[src/rtl/dmem_arb_pkg.sv]
// Shared types and default sizes for the data-memory arbiter slice.
// Imported by the arbiter top and its wait counter.
package dmem_arb_pkg;

    localparam int ADDR_W_DEF   = 10;
    localparam int DATA_W_DEF   = 32;
    localparam int BE_W_DEF     = DATA_W_DEF / 8;
    localparam int MAX_WAIT_DEF = 4;

    typedef enum logic {
        IDLE = 1'b0,
        BUSY = 1'b1
    } arb_state_t;

    typedef enum logic {
        CORE = 1'b0,
        DBG  = 1'b1
    } arb_owner_t;

    typedef struct packed {
        logic                  we;
        logic [BE_W_DEF-1:0]   be;
        logic [ADDR_W_DEF-1:0] addr;
        logic [DATA_W_DEF-1:0] wdata;
    } mem_req_t;

    // Bits needed to hold 0..max_val; never narrower than one bit.
    function automatic int cnt_width(input int max_val);
        if (max_val < 1) begin
            return 1;
        end
        return $clog2(max_val + 1);
    endfunction

endpackage

[src/rtl/dmem_wait_counter.sv]
// Saturating count of lost arbitrations for the debug port.
// Clear wins over increment; sat_o flags that the count reached MAX.
module dmem_wait_counter
    import dmem_arb_pkg::*;
#(
    parameter int MAX = MAX_WAIT_DEF
) (
    input  logic clk,
    input  logic reset,
    input  logic inc_i,
    input  logic clr_i,
    output logic sat_o
);

    localparam int             W     = cnt_width(MAX);
    localparam logic [W-1:0]   MAX_C = W'(MAX);

    logic [W-1:0] count_q;
    logic [W-1:0] count_d;

    assign sat_o = (count_q == MAX_C);

    always_comb begin
        count_d = count_q;
        if (clr_i) begin
            count_d = '0;
        end else if (inc_i && !sat_o) begin
            count_d = count_q + W'(1);
        end
    end

    always_ff @(posedge clk or negedge reset) begin
        if (!reset) begin
            count_q <= '0;
        end else begin
            count_q <= count_d;
        end
    end

endmodule

[src/rtl/dmem_arbiter.sv]
// Two-port arbiter in front of a single-port synchronous data RAM.
// Core has fixed priority; lock and a starvation bound guarantee debug progress.
module dmem_arbiter
    import dmem_arb_pkg::*;
#(
    parameter int ADDR_W   = ADDR_W_DEF,
    parameter int DATA_W   = DATA_W_DEF,
    parameter int MAX_WAIT = MAX_WAIT_DEF
) (
    input  logic                clk,
    input  logic                reset,

    input  logic                core_req,
    input  logic                core_we,
    input  logic [DATA_W/8-1:0] core_be,
    input  logic [ADDR_W-1:0]   core_addr,
    input  logic [DATA_W-1:0]   core_wdata,
    output logic                core_ack,
    output logic [DATA_W-1:0]   core_rdata,
    output logic                core_stall,

    input  logic                dbg_req,
    input  logic                dbg_we,
    input  logic [DATA_W/8-1:0] dbg_be,
    input  logic [ADDR_W-1:0]   dbg_addr,
    input  logic [DATA_W-1:0]   dbg_wdata,
    input  logic                dbg_lock,
    output logic                dbg_ack,
    output logic [DATA_W-1:0]   dbg_rdata,

    output logic                mem_en,
    output logic                mem_we,
    output logic [DATA_W/8-1:0] mem_be,
    output logic [ADDR_W-1:0]   mem_addr,
    output logic [DATA_W-1:0]   mem_wdata,
    input  logic [DATA_W-1:0]   mem_rdata
);

    arb_state_t state_q;
    arb_state_t state_d;
    arb_owner_t owner_q;
    arb_owner_t owner_d;
    logic       busy_we_q;
    logic       busy_we_d;

    logic       dbg_win;
    logic       core_win;
    logic       wait_inc;
    logic       wait_clr;
    logic       wait_sat;

    // Debug takes the slot when locked, starved, or simply uncontested.
    assign dbg_win  = dbg_req & (dbg_lock | wait_sat | ~core_req);
    assign core_win = core_req & ~dbg_lock & ~dbg_win;

    dmem_wait_counter #(
        .MAX (MAX_WAIT)
    ) u_wait_counter (
        .clk   (clk),
        .reset (reset),
        .inc_i (wait_inc),
        .clr_i (wait_clr),
        .sat_o (wait_sat)
    );

    always_comb begin
        state_d   = state_q;
        owner_d   = owner_q;
        busy_we_d = busy_we_q;
        wait_inc  = 1'b0;
        wait_clr  = 1'b0;
        mem_en    = 1'b0;
        mem_we    = 1'b0;
        mem_be    = '0;
        mem_addr  = '0;
        mem_wdata = '0;

        case (state_q)
            IDLE: begin
                // The reset term keeps the RAM strobe dead while reset is held.
                if (reset && dbg_win) begin
                    mem_en    = 1'b1;
                    mem_we    = dbg_we;
                    mem_be    = dbg_be;
                    mem_addr  = dbg_addr;
                    mem_wdata = dbg_wdata;
                    owner_d   = DBG;
                    busy_we_d = dbg_we;
                    wait_clr  = 1'b1;
                    state_d   = BUSY;
                end else if (reset && core_win) begin
                    mem_en    = 1'b1;
                    mem_we    = core_we;
                    mem_be    = core_be;
                    mem_addr  = core_addr;
                    mem_wdata = core_wdata;
                    owner_d   = CORE;
                    busy_we_d = core_we;
                    wait_inc  = dbg_req;
                    state_d   = BUSY;
                end
            end
            BUSY: begin
                state_d = IDLE;
            end
            default: begin
                state_d = IDLE;
            end
        endcase
    end

    always_ff @(posedge clk or negedge reset) begin
        if (!reset) begin
            state_q   <= IDLE;
            owner_q   <= CORE;
            busy_we_q <= 1'b0;
        end else begin
            state_q   <= state_d;
            owner_q   <= owner_d;
            busy_we_q <= busy_we_d;
        end
    end

    assign core_ack   = (state_q == BUSY) && (owner_q == CORE);
    assign dbg_ack    = (state_q == BUSY) && (owner_q == DBG);
    assign core_rdata = (core_ack && !busy_we_q) ? mem_rdata : '0;
    assign dbg_rdata  = (dbg_ack && !busy_we_q) ? mem_rdata : '0;
    assign core_stall = core_req & ~((state_q == BUSY) && (owner_q == CORE));

    a_one_ack : assert property (@(posedge clk) disable iff (!reset)
        !(core_ack && dbg_ack));

    a_no_en_busy : assert property (@(posedge clk) disable iff (!reset)
        !(mem_en && (state_q == BUSY)));

endmodule

[config.mk]
export PLATFORM = sky130hd
export DESIGN_NAME = dmem_arbiter
export DESIGN_NICKNAME = d
export VERILOG_FILES = /design/src/rtl/dmem_arb_pkg.sv /design/src/rtl/dmem_wait_counter.sv /design/src/rtl/dmem_arbiter.sv
export SDC_FILE = /design/constraint.sdc
export NUM_CORES = 1
export LEC_CHECK = 0
export CORE_AREA = 2 2 96 98
export CTS_BUF_LIST = sky130_fd_sc_hd__clkbuf_4 sky130_fd_sc_hd__clkbuf_8
export DETAILED_ROUTE_END_ITERATION = 8
export DIE_AREA = 0 0 98 100
export GPL_ROUTABILITY_DRIVEN = 1
export PLACE_DENSITY = 0.6
export SLEW_MARGIN = 20
export SYNTH_ARGS = -nofsm -noshare
export SYNTH_HDL_FRONTEND = slang
export SYNTH_SLANG_ARGS = --single-unit
[constraint.sdc]
create_clock -name clk -period 2.14 [get_ports clk]
set_input_delay 0.321 -clock clk [delete_from_list [all_inputs] [get_ports clk]]
set_output_delay 0.321 -clock clk [all_outputs]
set_load 0.02 [all_outputs]
==> results.yml <==
outcome:
  status: "completed"
sta:
  worst_pin_slew_ps: 308.2
  slew_headroom_pct: 79.45
  slew_viol_final: 0
  setup_viol: 0
  post-route-min-period_ps: 2079
  fmax_mhz: 481.1
  fin_crit_sh_pct: 97.14
  hold_viol_final: 0
  skew_ps: 2.501
cells_and_area:
  fin_cells: 531
  n_antenna_cell: 0
  area_growth_pct: 210.5
  drive_gt1_share_pct: 20.24
  fin_nets: 555
  n_fill_cell: 914
worst_setup_path:
  reg2regPathDepth: 6
  crit_chain: "inv_2, ha_4, a311oi_4, buf_4, buf_12, a22o_1, buf_2"
  slowest_delay_ps: 340
  critPathBufInv: 4
  startpoint_type: "register"
  r2r_start: "u_wait_counter.count_q[0]"
  critPathKind: "register to primary output"
  r2r_slack_ps: 640
  worstPathArrival_ps: 1760
  endpoint_kind: "primary output"
  crit_fanout: 15
  endpoint: "mem_addr[5]"
  path_depth: 7
  rr_endpoint: "busy_we_q"
  startpoint: "u_wait_counter.count_q[0]"
  required_ps: 1820
  path_delay_family: "buffers and inverters"
  cp_slowest_cell: "dfrtp_1"
yosys:
  ys_top_cells_by_count: "and3_1 (64), a22o_1 (48), clkbuf_1 (13), inv_1 (7)"
  synth_edf_count: 0
  synth_fp_nets: 301
  synth_async_sr_flop_share_pct: 100.0
  yosysSeqAreaShare_pct: 11.68
  ys.flop_type: "dfrtp_1"
  synth_area_mm2: 0.001285
  yosysWarnings: 0
  ys_ff_latch: 6
  synth_cell_types: 23
  syn_inst: 168
  synth.most_common_cell: "and3_1"
  synth.area.top_cells: "a22o_1 (33%), and3_1 (31%), dfrtp_1 (12%)"
  synth_top_cell_by_area: "a22o_1"
  yosysTopAreaCellShare_pct: 32.72
  avgSynthCellArea_um2: 7.649
grt:
  grt_start_max_net_pins: 65
  grt_use_total_pct: 14.59
  first_global_vias: 2314
  grt_pass1_wl_um: 11650
  grt_overflow_total: 0
  antenna_found_initial: 0
clock_tree:
  cts_max_path_buffers: 2
  cts_buffers: 3
  cts-root-buf: "clkbuf_8"
  cts_tree: "built"
  path_clk_slew_ps: 40
  clkLatencyLatePin_ps: 220
  clock-sinks: 6
  ctsHtreeMaxLevel: 1
  cts_hold_buf: 0
power_and_ir_drop:
  vdd_drop_max_v: 0.0001555
  finalPower_mw: 1.105
  p_per_area_mw_per_mm2: 276.9
  static-leakage-power_nw: 2.434
job:
  maxCapViolCount: 0
routing:
  wire_per_inst_um: 15.54
  drtIter0Drc: 69
  vias: 2366
  antenna_left: 0
  drc: 0
  vias_per_cell: 4.456
  dr.pass1.iters: 4
  totalWireLength_um: 8254
placed_design:
  io_buffers: 245
  gp_congestion: 0.8380
  dp_cells: 520
  place_hpwl_um: 6414
floorplan:
  start_util_pct: 14.45
  fp.dieArea_mm2: 0.009800
  die_y_um: 100
  floorplan.die.width_um: 98
  rows: 35
  core_mm2: 0.008890
  ios: 246
worst_hold_path:
  hp-class: "primary input to asynchronous set/reset pin"
==> worst min-delay path by stage <==
| stage | startpoint | endpoint | slack, ps | depth (start not counted) |
|---|---|---|---|---|
| after floorplan | reset | busy_we_q | 30 | 0 |
| after global placement | owner_q | owner_q | 550 | 2 |
| after detailed placement | owner_q | owner_q | 550 | 2 |
| after CTS | reset | u_wait_counter.count_q[0] | 180 | 2 |
| after global routing | reset | u_wait_counter.count_q[2] | 270 | 2 |
| final | reset | u_wait_counter.count_q[0] | 240 | 2 |
==> layer usage <==
layer	track usage (%)	vias up	wire [um]
met5	0	-	0
met4	3.419	0	84
met3	3.969	6	635
met2	26.98	132	4311
met1	16.74	1063	3223
li1	-	1165	-
==> per-stage QoR <==
stage          instance area, um^2  hold WS, ps  util [%]  setup TNS (ps)  setup slack (ps)
3_3_place_gp                  4015        545.8     45.17          -22430            -518.4
6_report                      3990        241.7     44.88               0             61.25
3_5_place_dp                  4015        549.9     45.17          -23270            -537.2
4_1_cts                       3854        177.8     43.35               0             1.202
5_1_grt                       3990        268.8     44.88         -0.6581           -0.6581
2_1_floorplan                 1285        25.41         -               0             324.5
==> cell usage in the layout (no fill, tap or decap), drive strengths merged, types with 3 or more instances in the layout <==
master and count:
clkdlybuf4s50 128, buf 72, and3 64, dlygate4sd2 56
a22o 48, dlymetal6s2s 14, inv 7, dfrtp 6
clkbuf 5, nor2b 3
==> sequential cells by signal, indices dropped and copies added, names as in the netlist <==
signal,cells
state_q,1
owner_q,1
u_wait_counter.count_q,3
busy_we_q,1
==> final cells by class <==
cell class                 count  area, um^2  area share [%]
inverter                       7       26.28          0.6585
sequential                     6       150.1           3.763
timing repair buffer         272        2596           65.07
multi-input combinational    132        1037           26.00
tap                          111       138.9           3.481
clock buffer                   3       41.29           1.035
==> timing repair <==
item                       in CTS  in global routing
setup endpoints to repair     100                 60
gates resized for setup       252                 24
pin swaps                       4                  3
gates cloned                    2                  2
buffers inserted                3                  1
==> kinds of logic after synthesis <==
| group | after synthesis | synth area share (%) |
|---|---|---|
| simple gates | 75 | 37.49 |
| buf+inv | 30 | 10.81 |
| flops | 6 | 11.68 |
| compound gates | 54 | 37.20 |
| mux | 1 | 0.8763 |
| fa+ha+maj | 2 | 1.947 |
==> power breakdown <==
group | total, mW | internal [mW] | leakage (nW) | switching [mW]
combinational | 0.799 | 0.451 | 2.34 | 0.349
clock | 0.170 | 0.121 | 0.0216 | 0.0489
sequential | 0.135 | 0.127 | 0.0753 | 0.00825
total | 1.10 | 0.699 | 2.43 | 0.406
Power figures use the tool's default switching activity.
